==> config.mk <==
export PLATFORM = sky130hd
export DESIGN_NAME = sar_search
export DESIGN_NICKNAME = d
export VERILOG_FILES = /design/src/rtl/sar_search.sv
export SDC_FILE = /design/constraint.sdc
export NUM_CORES = 1
export LEC_CHECK = 0
export CORE_MARGIN = 3
export CORE_UTILIZATION = 53
export DETAILED_ROUTE_END_ITERATION = 6
export PLACE_DENSITY = 0.86
export SLEW_MARGIN = 0
export SYNTH_ARGS = -nofsm -noshare
export SYNTH_HDL_FRONTEND = slang
export SYNTH_SLANG_ARGS = --single-unit
==> constraint.sdc <==
create_clock -name clk -period 3.2 [get_ports clk]
set_input_delay 0.48 -clock clk [delete_from_list [all_inputs] [get_ports clk]]
set_output_delay 0.48 -clock clk [all_outputs]
set_load 0.05 [all_outputs]
==> src/rtl/sar_search.sv <==
// Successive-approximation search controller: drives a comparator's trial operand
// MSB-first and builds the target from its alb/aeb/agb answers. Define
// SAR_EARLY_EXIT_EN to end the search as soon as the comparator reports equality.
module sar_search #(
  parameter int WIDTH = 4
) (
  input  logic             clk,
  input  logic             rst,
  input  logic             start,
  input  logic             alb,
  input  logic             aeb,
  input  logic             agb,
  output logic [WIDTH-1:0] trial,
  output logic             busy,
  output logic             done,
  output logic [WIDTH-1:0] result,
  output logic             err,
  output logic [1:0]       dbg_state
);

  typedef enum logic [1:0] {
    IDLE = 2'd0,
    TEST = 2'd1,
    DONE = 2'd2
  } state_t;

  localparam logic [WIDTH-1:0] MASK_TOP = {1'b1, {(WIDTH-1){1'b0}}};

  state_t           state_q, state_d;
  logic [WIDTH-1:0] acc_q, acc_d;
  logic [WIDTH-1:0] mask_q, mask_d;
  logic [WIDTH-1:0] trial_q, trial_d;
  logic [WIDTH-1:0] result_q, result_d;
  logic             err_q, err_d;
  logic             busy_q, busy_d;
  logic             done_q, done_d;
  logic             flags_onehot;
  logic             finish;

  assign flags_onehot = ({alb, aeb, agb} == 3'b100) ||
                        ({alb, aeb, agb} == 3'b010) ||
                        ({alb, aeb, agb} == 3'b001);

  // Handshake: start is a level sampled only in IDLE; done is a one-cycle pulse
  // with result/err valid from that cycle until the next accepted start.
  always_comb begin
    state_d  = state_q;
    acc_d    = acc_q;
    mask_d   = mask_q;
    result_d = result_q;
    err_d    = err_q;
    trial_d  = '0;
    busy_d   = 1'b0;
    done_d   = 1'b0;
    finish   = 1'b0;
    case (state_q)
      IDLE: begin
        if (start) begin
          acc_d    = '0;
          mask_d   = MASK_TOP;
          result_d = '0;
          err_d    = 1'b0;
          state_d  = TEST;
          trial_d  = MASK_TOP;
          busy_d   = 1'b1;
        end
      end
      TEST: begin
        if (!flags_onehot) begin
          err_d    = 1'b1;
          result_d = acc_q;
          finish   = 1'b1;
        end else begin
          // Trial at or below the target: the bit under test belongs to it.
          if (alb || aeb) acc_d = acc_q | mask_q;
`ifdef SAR_EARLY_EXIT_EN
          if (aeb || mask_q[0]) begin
            result_d = acc_d;
            finish   = 1'b1;
          end
`else
          if (mask_q[0]) begin
            result_d = acc_d;
            finish   = 1'b1;
          end
`endif
          if (!finish) begin
            mask_d  = mask_q >> 1;
            trial_d = acc_d | (mask_q >> 1);
            busy_d  = 1'b1;
          end
        end
        if (finish) begin
          state_d = DONE;
          done_d  = 1'b1;
        end
      end
      DONE: begin
        state_d = IDLE;
      end
      default: begin
        state_d = IDLE;
      end
    endcase
  end

  always_ff @(posedge clk or posedge rst) begin
    if (rst) begin
      state_q  <= IDLE;
      acc_q    <= '0;
      mask_q   <= '0;
      trial_q  <= '0;
      result_q <= '0;
      err_q    <= 1'b0;
      busy_q   <= 1'b0;
      done_q   <= 1'b0;
    end else begin
      state_q  <= state_d;
      acc_q    <= acc_d;
      mask_q   <= mask_d;
      trial_q  <= trial_d;
      result_q <= result_d;
      err_q    <= err_d;
      busy_q   <= busy_d;
      done_q   <= done_d;
    end
  end

  assign trial     = trial_q;
  assign busy      = busy_q;
  assign done      = done_q;
  assign result    = result_q;
  assign err       = err_q;
  assign dbg_state = state_q;

endmodule

Word level (Yosys, flattened, before mapping)
Cells that the tools add are included.
{ "classes": {"bitwise": 2, "n_reduce_logical": 10, "muxes": 34, "n_eq_ne": 10} }
{ "op_table": {"columns": ["operator", "count"], "rows": [
  ["$mux W4", 13],
  ["$pmux W4 S2", 4],
  ["$mux W1", 12],
  ["$ne A2 B2 Y1 const B", 5],
  ["$reduce_and A3 Y1", 3],
  ["$mux W2", 2],
  ["$or A4 B3 Y4", 1],
  ["$or A4 B4 Y4", 1],
  ["$pmux W1 S2", 2],
  ["$pmux W2 S2", 1],
  ["$reduce_and A4 Y1", 1],
  ["$eq A3 B1 Y1 const B", 1],
  ["$eq A3 B2 Y1 const B", 1],
  ["$eq A3 B3 Y1 const B", 1],
  ["$logic_or A1 B1 Y1", 3],
  ["$ne A3 B3 Y1 const B", 1],
  ["$eq A2 B1 Y1 const B", 1],
  ["$logic_not A2 Y1", 1],
  ["$reduce_and A2 Y1", 1],
  ["$reduce_bool A2 Y1", 1]
]} }
{ "word_totals": {"wordCells": 64, "inputBits": 6, "regBits": 21, "out_inout_bits": 13} }

Logic depth before layout (Yosys ltp)
Gate-level depths: netlist (run 1).
{ "depth": {"word_depth": 9, "depth_mapped": 6, "depth_no_buf": 5} }

Least setup slack after synthesis (run 1)
No wires, ideal clock.
{ "synth_path": {"path_type": "register to register", "from": "register state_q[0] (netlist: dbg_state[0])", "to": "register mask_q[1]", "synth_period_minus_slack_ns": 1.779, "path_slack_ns": 1.421, "path_buffers": 1, "path_stages_with_launch": 6, "required_time_ns": 3.079, "t_arrival_ns": 1.658, "setup_ns": 0.121, "path_cell_list": "dfrtp_1 buf_2 o21bai_1 a311oi_2 nand2_1 a22o_1"} }
{ "synth_between": {"elab_chain_cells": 3, "word_cells_on_any_way": 8, "cone_classes": "eq/ne: 4; mux: 1; reduce/logical: 3"} }
{ "synth_rtl": {"columns": ["element", "line_no", "source"], "rows": [
  ["start, declared", "29", "state_t state_q, state_d;"],
  ["start signal, assigned", "118", "state_q <= state_d;"],
  ["$eq A2 B1 Y1 / $logic_not A2 Y1 (equally long branches)", "56", "case (state_q)"],
  ["$ne A2 B2 Y1 (no source line) / $reduce_bool A2 Y1 (equally long branches)", null, null],
  ["$reduce_and A4 Y1 (no source line)", null, null],
  ["end signal, assigned", "120", "mask_q <= mask_d;"],
  ["end, declared", "31", "logic [WIDTH-1:0] mask_q, mask_d;"]
]} }
Several ways; a longest one is shown, not always the timed one.
A chain may end at the register's enable or synchronous reset.

Worst setup path in the final report (run 1)
{ "layout_path": {"from": "register state_q[0] (netlist: dbg_state[0])", "to": "output port dbg_state[0]"} }
{ "layout_rtl": {"columns": ["element", "line_no", "source"], "rows": [
  ["end, declared", "18", "output logic [1:0] dbg_state"]
]} }
No word-level cell between the ends.

==> results.toml, run 1 <==
[placed_design]
placed_cells = 126
gp_congestion = 0.884
place_hpwl_um = 1360
io_buffers = 18

[power]
ir_worst_vdd_mv = 0.600
p_per_area_nw_per_um2 = 974
swShare_pct = 47.6
pwr-share-seq_pct = 38.3
p_sw_uw = 540
p_leak_uw = 0.000525
combPwrFrac_pct = 50.7
pwr-share-clk_pct = 11.0
p_int_uw = 596

[logic_synthesis]
synth_area_leader_cell = "dfrtp_1"
synth_nets = 93
ys_types = 32
synth_area_leaders = "dfrtp_1, nor2_1, a21oi_1"
seq_area_frac_synth_pct = 55.4
synth_cells = 87
avgSynthCellArea_um2 = 10.9
synthFlopType = "dfrtp_1"
yosys_register_bits = 21
yosys_warnings = 0
yosysTopAreaCellShare_pct = 55.4
syn_area_um2 = 948
ys_async_sr_fraction_pct = 100
synth_edf_count = 0

[clock_tree]
post_cts_buffers = 0
clock-sinks = 21
cts_tree = "done"
clock_latency_ns = 0.30
cts.clk_slew.worst_paths_ns = 0.11
cts_buffer_depth = 2
cts-resized-gates = 0
cts_buffers = 3
root_buffer = "clkbuf_4"
cts_hold_buf = 0
cts_max_level = 1

[die]
ios = 19
dieArea_um2 = 2330
num_rows = 14
die_h_um = 48.3
die_w_um = 48.3
core_um2 = 1590
start_util_pct = 59.5

[sta]
worst_pin_slew_ns = 0.751
rsz0062_at_grt = "false"
final_max_slew_viol_count = 0
hold_viol = 0
slew_headroom_pct = 49.9
tns_ns = 0
max_clock_freq_mhz = 439
clock_skew_ns = 0.000739
finalSetupViolations = 0
period_share_pct = 71.1
period_needed_ns = 2.28

[grt]
grt_pass1_vias = 671
grt_max_degree = 22
grt_usage_pct = 17.4
grt_first_pass_wirelength_um = 3160
antenna_found_initial = 0
grt.overflow.total = 0

[setup_path]
crit_buf_inv = 1
slowest_delay_ns = 0.90
cp.arrival_ns = 1.80
cp_top_family = "buffers and inverters"
slowest_stage = "clkdlybuf4s50_1"
rr_startpoint = "mask_q[0]"
cp.required_ns = 2.72
cp-end-kind = "primary output"
worstReg2RegEnd = "trial[0]"
startpoint_type = "flop"
ff2ff_path_depth = 3
path_max_fanout = 12
critPathKind = "flop to primary output"
cp_cell_sequence = "clkdlybuf4s50_1"
rrSetupSlack_ns = 1.51

[layout]
final_cell_mix = "dfrtp_1, clkdlybuf4s50_1, nor2_1, inv_1, nand2_1"
nFillCells = 108
fin_nets = 113
num_antenna_cells = 0
instances_no_fill = 130
mostFrequentLayoutCell = "dfrtp_1"
layout-drive-gt1-share_pct = 12.3
syn_to_final_growth_pct = 23.0

[drt]
wire_per_inst_um = 14.0
ant_nets = 0
dr.pass1.iters = 5
vias_per_cell = 5.48
num_vias = 713
drtIter0Drc = 16
drc = 0
wl_um = 1820

[run_status]
status = "finished, final reports clean"

[min_path]
hold_path.class = "flop to flop"
min_to = "result[0]"
whs_path_depth = 1
hold_start = "result[0]"

[job]
maxCapViolCount = 0
[registers in the layout, indices dropped and copies added, names as in the netlist]
register,count
done,1
trial,4
acc_q,4
result,4
mask_q,4
dbg_state,2
err,1
busy,1
[final cells by class]
cell class / instances / area (um^2) / share of cell area, %
Sequential cell: 21 / 526 / 45.1
Multi-Input combinational cell: 55 / 370 / 31.8
Timing Repair Buffer: 18 / 180 / 15.5
Inverter: 8 / 32.5 / 2.79
Tap cell: 24 / 30.0 / 2.58
Clock buffer: 3 / 22.5 / 1.93
Clock inverter: 1 / 5.00 / 0.429
[per-stage QoR]
step / cell area [um^2] / power (uW) / setup WS, ns / hold WS (ns) / utilization (%)
finish: 1170 / 1140 / 0.924 / 0.515 / 73.2
global route: 1170 / 1200 / 0.877 / 0.525 / 73.2
CTS: 1170 / 1140 / 0.930 / 0.511 / 73.2
detailed placement: 1140 / 1010 / 1.01 / 0.474 / 71.4
global placement: 1140 / 1000 / 1.05 / 0.479 / 71.4
floorplan: 948 / 848 / 1.42 / 0.457 / -
[worst max-delay path by stage]
stage / slack, ns / cells after the start / endpoint / start
2_1_floorplan: 1.42 / 5 / mask_q[1] / dbg_state[0]
3_3_place_gp: 1.05 / 6 / result[1] / alb
3_5_place_dp: 1.01 / 6 / result[1] / alb
4_1_cts: 0.93 / 1 / dbg_state[0] / dbg_state[0]
5_1_grt: 0.88 / 1 / dbg_state[0] / dbg_state[0]
6_report: 0.92 / 1 / dbg_state[0] / dbg_state[0]
[synth_stat cells (2+ instances only)]
| cell | instances |
|---|---|
| a31oi_1 | 4 |
| o2bb2ai_1 | 2 |
| nor3_1 | 2 |
| nor2_1 | 9 |
| inv_1 | 7 |
| dfrtp_1 | 21 |
| a21oi_1 | 6 |
| mux2i_1 | 2 |
| a211oi_1 | 3 |
| or2_2 | 2 |
| nand2_1 | 7 |
| o31ai_1 | 2 |
[per-layer routing]
| metal | up-vias | GRT usage, % | routed length (um) |
|---|---|---|---|
| met3 | 5 | 3.07 | 68 |
| met5 | - | 0 | 0 |
| met1 | 342 | 22.7 | 868 |
| met4 | 0 | 9.95 | 48 |
| li1 | 344 | - | - |
| met2 | 22 | 27.5 | 831 |
[cell families after synthesis]
kind of cell,after synthesis,synth area share (%)
buf+inv,11,5.54
flops,21,55.4
mux,3,3.30
xor+xnor,1,0.924
simple gates,25,14.0
compound gates,26,20.8
[power groups by stage]
| stage | combinational, uW | sequential [uW] | clock, uW |
|---|---|---|---|
| floorplan | 254 | 594 | 0 |
| global route | 617 | 449 | 140 |
| global placement | 568 | 435 | 0 |
| CTS | 577 | 432 | 130 |
| finish | 576 | 435 | 125 |
| detailed placement | 576 | 437 | 0 |
(Power assumes the default switching activity.)
==> inputs of run 2 (changes only) <==
--- a/config.mk
+++ b/config.mk
@@ -5,10 +5,11 @@
 export SDC_FILE = /design/constraint.sdc
 export NUM_CORES = 1
 export LEC_CHECK = 0
+export CORE_ASPECT_RATIO = 1.4
 export CORE_MARGIN = 3
-export CORE_UTILIZATION = 53
+export CORE_UTILIZATION = 44
 export DETAILED_ROUTE_END_ITERATION = 6
-export PLACE_DENSITY = 0.86
+export PLACE_DENSITY = 0.77
 export SLEW_MARGIN = 0
 export SYNTH_ARGS = -nofsm -noshare
 export SYNTH_HDL_FRONTEND = slang
==> constraint.sdc (replaced) <==
create_clock -name clk -period 2.04 [get_ports clk]
set_input_delay 0.306 -clock clk [delete_from_list [all_inputs] [get_ports clk]]
set_output_delay 0.306 -clock clk [all_outputs]
set_load 0.05 [all_outputs]
==> run 2 against run 1 <==
Register-to-register slack worse by 1.2 ns. Die area up 18%. Highest routed layer unchanged. Clock power up 58%. Critical path depth unchanged. Largest cell class unchanged. Critical endpoint is now dbg_state[1].
==> results.toml, run 2 (synthesis gave the netlist of run 1 again) <==
[run_status]
status = "finished, final reports clean"

[clock_tree]
cts.clk_slew.worst_paths_ns = 0.11
clock_latency_ns = 0.31
cts_buffer_depth = 2
root_buffer = "clkbuf_4"
cts_tree = "done"
cts_max_level = 1
cts_hold_buf = 0
post_cts_buffers = 0
clock-sinks = 21
cts_buffers = 3
cts-resized-gates = 0

[placed_design]
io_buffers = 18
placed_cells = 126
place_hpwl_um = 1510
gp_congestion = 0.832

[layout]
nFillCells = 188
layout-drive-gt1-share_pct = 14.7
final_cell_mix = "dfrtp_1, clkdlybuf4s50_1, nor2_1, inv_1, nand2_1"
fin_nets = 116
instances_no_fill = 130
num_antenna_cells = 0
syn_to_final_growth_pct = 24.5
final_core_util_pct = 59.1
mostFrequentLayoutCell = "dfrtp_1"

[setup_path]
cp_cell_sequence = "clkdlybuf4s50_1"
cp-end-kind = "primary output"
path_max_fanout = 6
rrSetupSlack_ns = 0.34
cp_top_family = "buffers and inverters"
critPathKind = "flop to primary output"
crit_buf_inv = 1
cp.arrival_ns = 1.66
slowest_stage = "clkdlybuf4s50_1"
slowest_delay_ns = 0.86
rr_startpoint = "mask_q[0]"
ff2ff_path_depth = 4
cp.required_ns = 1.73
worstReg2RegEnd = "result[0]"
startpoint_type = "flop"

[drt]
drc = 0
vias_per_cell = 5.83
ant_nets = 0
num_vias = 758
dr.pass1.iters = 4
wl_um = 1920
drtIter0Drc = 29
wire_per_inst_um = 14.8

[sta]
period_share_pct = 96.2
clock_skew_ns = 0.00945
hold_viol = 0
finalSetupViolations = 0
hold_ws_ns = 0.313
rsz0062_at_grt = "false"
period_needed_ns = 1.96
max_clock_freq_mhz = 510
final_max_slew_viol_count = 0
worst_pin_slew_ns = 0.528
slew_headroom_pct = 64.8

[die]
ios = 19
dieArea_um2 = 2760
die_h_um = 60.9
core_um2 = 2000
num_rows = 19
die_w_um = 45.2
start_util_pct = 47.5

[grt]
grt.overflow.total = 0
grt_pass1_vias = 709
grt_usage_pct = 16.7
grt_first_pass_wirelength_um = 3270
grt_max_degree = 22
antenna_found_initial = 0

[power]
p_per_area_nw_per_um2 = 1530
p_leak_uw = 0.000538
ir_worst_vdd_mv = 0.748

[job]
maxCapViolCount = 0

[min_path]
hold_path.class = "input pin to async pin"
run 2: cell count changes in the layout (fill, tap and decap cells not counted):
cell | before | now
clkdlybuf4s50_1 | 18 | 17
clkinv_2 | 1 | 0
clkbuf_1 | 0 | 1
buf_4 | 0 | 4
run 2: how the worst max path moves through the flow:
stage | from | end | depth (start not counted)
after CTS | dbg_state[1] | dbg_state[1] | 1
after global routing | dbg_state[1] | dbg_state[1] | 1
final | dbg_state[1] | dbg_state[1] | 1
after detailed placement | alb | result[1] | 6
after floorplan | dbg_state[0] | mask_q[1] | 5
after global placement | alb | result[3] | 5
run 2: per-stage QoR:
step	cell area [um^2]	TNS, ns	total power (uW)	setup WS, ns
final	1180	0	1810	0.0775
after global routing	1180	0	1910	0.0546
after CTS	1180	0	1810	0.0889
after detailed placement	1150	-0.0118	1620	-0.0118
after global placement	1150	0	1590	0.0696
after floorplan	948	0	1330	0.261
run 2: worst reg2reg max path, delay by kind of cell, from the launching register on:
family / cells / cell delay [ns]
simple gates: 1 / 0.53
compound gates: 3 / 0.64
flops: 1 / 0.45
run 2: cell type report:
cell class / instances / area (um^2) / area share (%)
inverter: 8 / 32.5 / 2.75
sequential: 21 / 526 / 44.5
timing repair buffer: 21 / 200 / 16.9
clock buffer: 4 / 26.3 / 2.22
multi-input combinational: 55 / 370 / 31.4
tap: 21 / 26.3 / 2.22
run 2: power breakdown:
part           internal (uW)  switching, uW
clock network           76.5            121
registers                545            141
logic                    327            595
run 2: layer usage:
| metal | GRT usage [%] | routed length, um | vias to the layer above |
|---|---|---|---|
| met5 | 0 | 0 | - |
| li1 | - | - | 353 |
| met3 | 3.86 | 75 | 9 |
| met2 | 27.5 | 1040 | 27 |
| met4 | 8.37 | 48 | 0 |
| met1 | 20.1 | 761 | 369 |
==> inputs of run 3 (changes only) <==
--- a/config.mk
+++ b/config.mk
@@ -7,9 +7,9 @@
 export LEC_CHECK = 0
 export CORE_ASPECT_RATIO = 1.4
 export CORE_MARGIN = 3
-export CORE_UTILIZATION = 44
+export CORE_UTILIZATION = 40
 export DETAILED_ROUTE_END_ITERATION = 6
-export PLACE_DENSITY = 0.77
+export PLACE_DENSITY = 0.71
 export SLEW_MARGIN = 0
 export SYNTH_ARGS = -nofsm -noshare
 export SYNTH_HDL_FRONTEND = slang
==> run 3 against run 2 <==
Worst setup slack improved by 0.030 ns. Fmax increased by 1.6%. Critical path depth unchanged. Hold slack got worse by 0.0015 ns. First-iteration DRC count increased by 17%. Die area increased by 8.8%. Sequential share of layout area about the same. Register-to-register slack improved by 0.03 ns. Combinational power about the same. Critical path type unchanged. Critical endpoint unchanged. Largest cell class unchanged. Largest power group unchanged. Highest routed layer unchanged.
==> results.toml, run 3 (synthesis gave the netlist of run 1 again) <==
[clock_tree]
cts_hold_buf = 0
clock-sinks = 21
cts_tree = "done"
cts-resized-gates = 0
cts.clk_slew.worst_paths_ns = 0.11
clock_latency_ns = 0.31
cts_max_level = 1
cts_buffers = 3
cts_buffer_depth = 2
post_cts_buffers = 0
root_buffer = "clkbuf_4"

[setup_path]
crit_buf_inv = 1
cp_top_family = "buffers and inverters"
critPathKind = "flop to primary output"
cp.required_ns = 1.73
cp_cell_sequence = "clkdlybuf4s50_1"
worstReg2RegEnd = "result[0]"
cp.arrival_ns = 1.63
ff2ff_path_depth = 4
startpoint_type = "flop"
startpoint = "dbg_state[1]"
slowest_stage = "clkdlybuf4s50_1"
cp-end-kind = "primary output"
slowest_delay_ns = 0.84
rr_startpoint = "mask_q[0]"
path_max_fanout = 6
rrSetupSlack_ns = 0.37

[die]
ios = 19
die_w_um = 47.2
start_util_pct = 43.1
core_um2 = 2200
die_h_um = 63.6
dieArea_um2 = 3000
num_rows = 20

[grt]
grt_first_pass_wirelength_um = 3310
grt.overflow.total = 0
met2_usage_pct = 25.0
grt_max_degree = 22
grtUsageMet1_pct = 18.2
busiest_layer = "met2"
antenna_found_initial = 0
grt_usage_pct = 15.4
grt_pass1_vias = 735
grtUsageMet3_pct = 2.86

[layout]
final_cell_mix = "dfrtp_1, clkdlybuf4s50_1, nor2_1, inv_1, nand2_1"
layout-drive-gt1-share_pct = 14.7
mostFrequentLayoutCell = "dfrtp_1"
fin_nets = 116
num_antenna_cells = 0
syn_to_final_growth_pct = 24.7
instances_no_fill = 131

[placed_design]
place_ws_ns = -0.0189
place_hpwl_um = 1420
io_buffers = 18
gp_congestion = 0.800
placed_cells = 127

[sta]
final_max_slew_viol_count = 0
period_needed_ns = 1.93
worst_pin_slew_ns = 0.533
slew_headroom_pct = 64.4
max_clock_freq_mhz = 518
fin_ws_ns = 0.108
rsz0062_at_grt = "false"
clock_skew_ns = 0.00255
hold_viol = 0
period_share_pct = 94.7
finalSetupViolations = 0

[power]
ir_worst_vdd_mv = 0.599
p_sw_uw = 848
p_int_uw = 949
p_per_area_nw_per_um2 = 1520
swShare_pct = 47.2
p_leak_uw = 0.000538
pwr-share-clk_pct = 11.0
combPwrFrac_pct = 51.2
pwr-share-seq_pct = 37.8

[drt]
ant_nets = 0
wire_per_inst_um = 14.2
drtIter0Drc = 34
dr.pass1.iters = 4
num_vias = 744
vias_per_cell = 5.68
drc = 0
wl_um = 1850

[job]
maxCapViolCount = 0

[min_path]
hold_path.class = "input pin to async pin"

[run_status]
status = "finished, final reports clean"
run 3: cell counts in the layout (fill, tap and decap cells not counted):
Identical to the previous run, type by type.
run 3: routing by layer:
layer | share of wire (%) | up-vias
li1 | - | 351
met1 | 38 | 362
met2 | 54 | 24
met3 | 4.3 | 7
met4 | 3.0 | 0
met5 | 0 | -
run 3: area by class of cell:
type | instances | area (um^2)
fillers | 211 | 1020
flip-flops and latches | 21 | 526
multi-input cells | 55 | 370
repair buffers | 21 | 200
inverters | 8 | 32.5
well taps | 22 | 27.5
clock buffers | 4 | 26.3
run 3: power groups by stage:
stage	clock network [uW]	registers (uW)	logic, uW
after floorplan	0	932	398
after global placement	0	682	911
after detailed placement	0	685	923
after CTS	199	676	926
after global routing	227	699	994
final	197	680	921
run 3: worst max path at each step:
stage	to	cells after the start	slack [ns]
floorplan	mask_q[1]	5	0.26
CTS	dbg_state[1]	1	0.12
detailed placement	result[1]	6	-0.02
finish	dbg_state[1]	1	0.11
global placement	result[3]	5	0.06
global route	dbg_state[1]	1	0.07
run 3: stage by stage:
| stage | hold slack, ns | setup TNS, ns | total power [uW] | area [um^2] | util (%) |
|---|---|---|---|---|---|
| final | 0.311 | 0 | 1800 | 1180 | 53.7 |
| after CTS | 0.328 | 0 | 1800 | 1180 | 53.7 |
| after floorplan | 0.283 | 0 | 1330 | 948 | - |
| after global placement | 0.483 | 0 | 1590 | 1160 | 52.5 |
| after detailed placement | 0.477 | -0.0210 | 1610 | 1160 | 52.5 |
| after global routing | 0.337 | 0 | 1920 | 1180 | 53.7 |
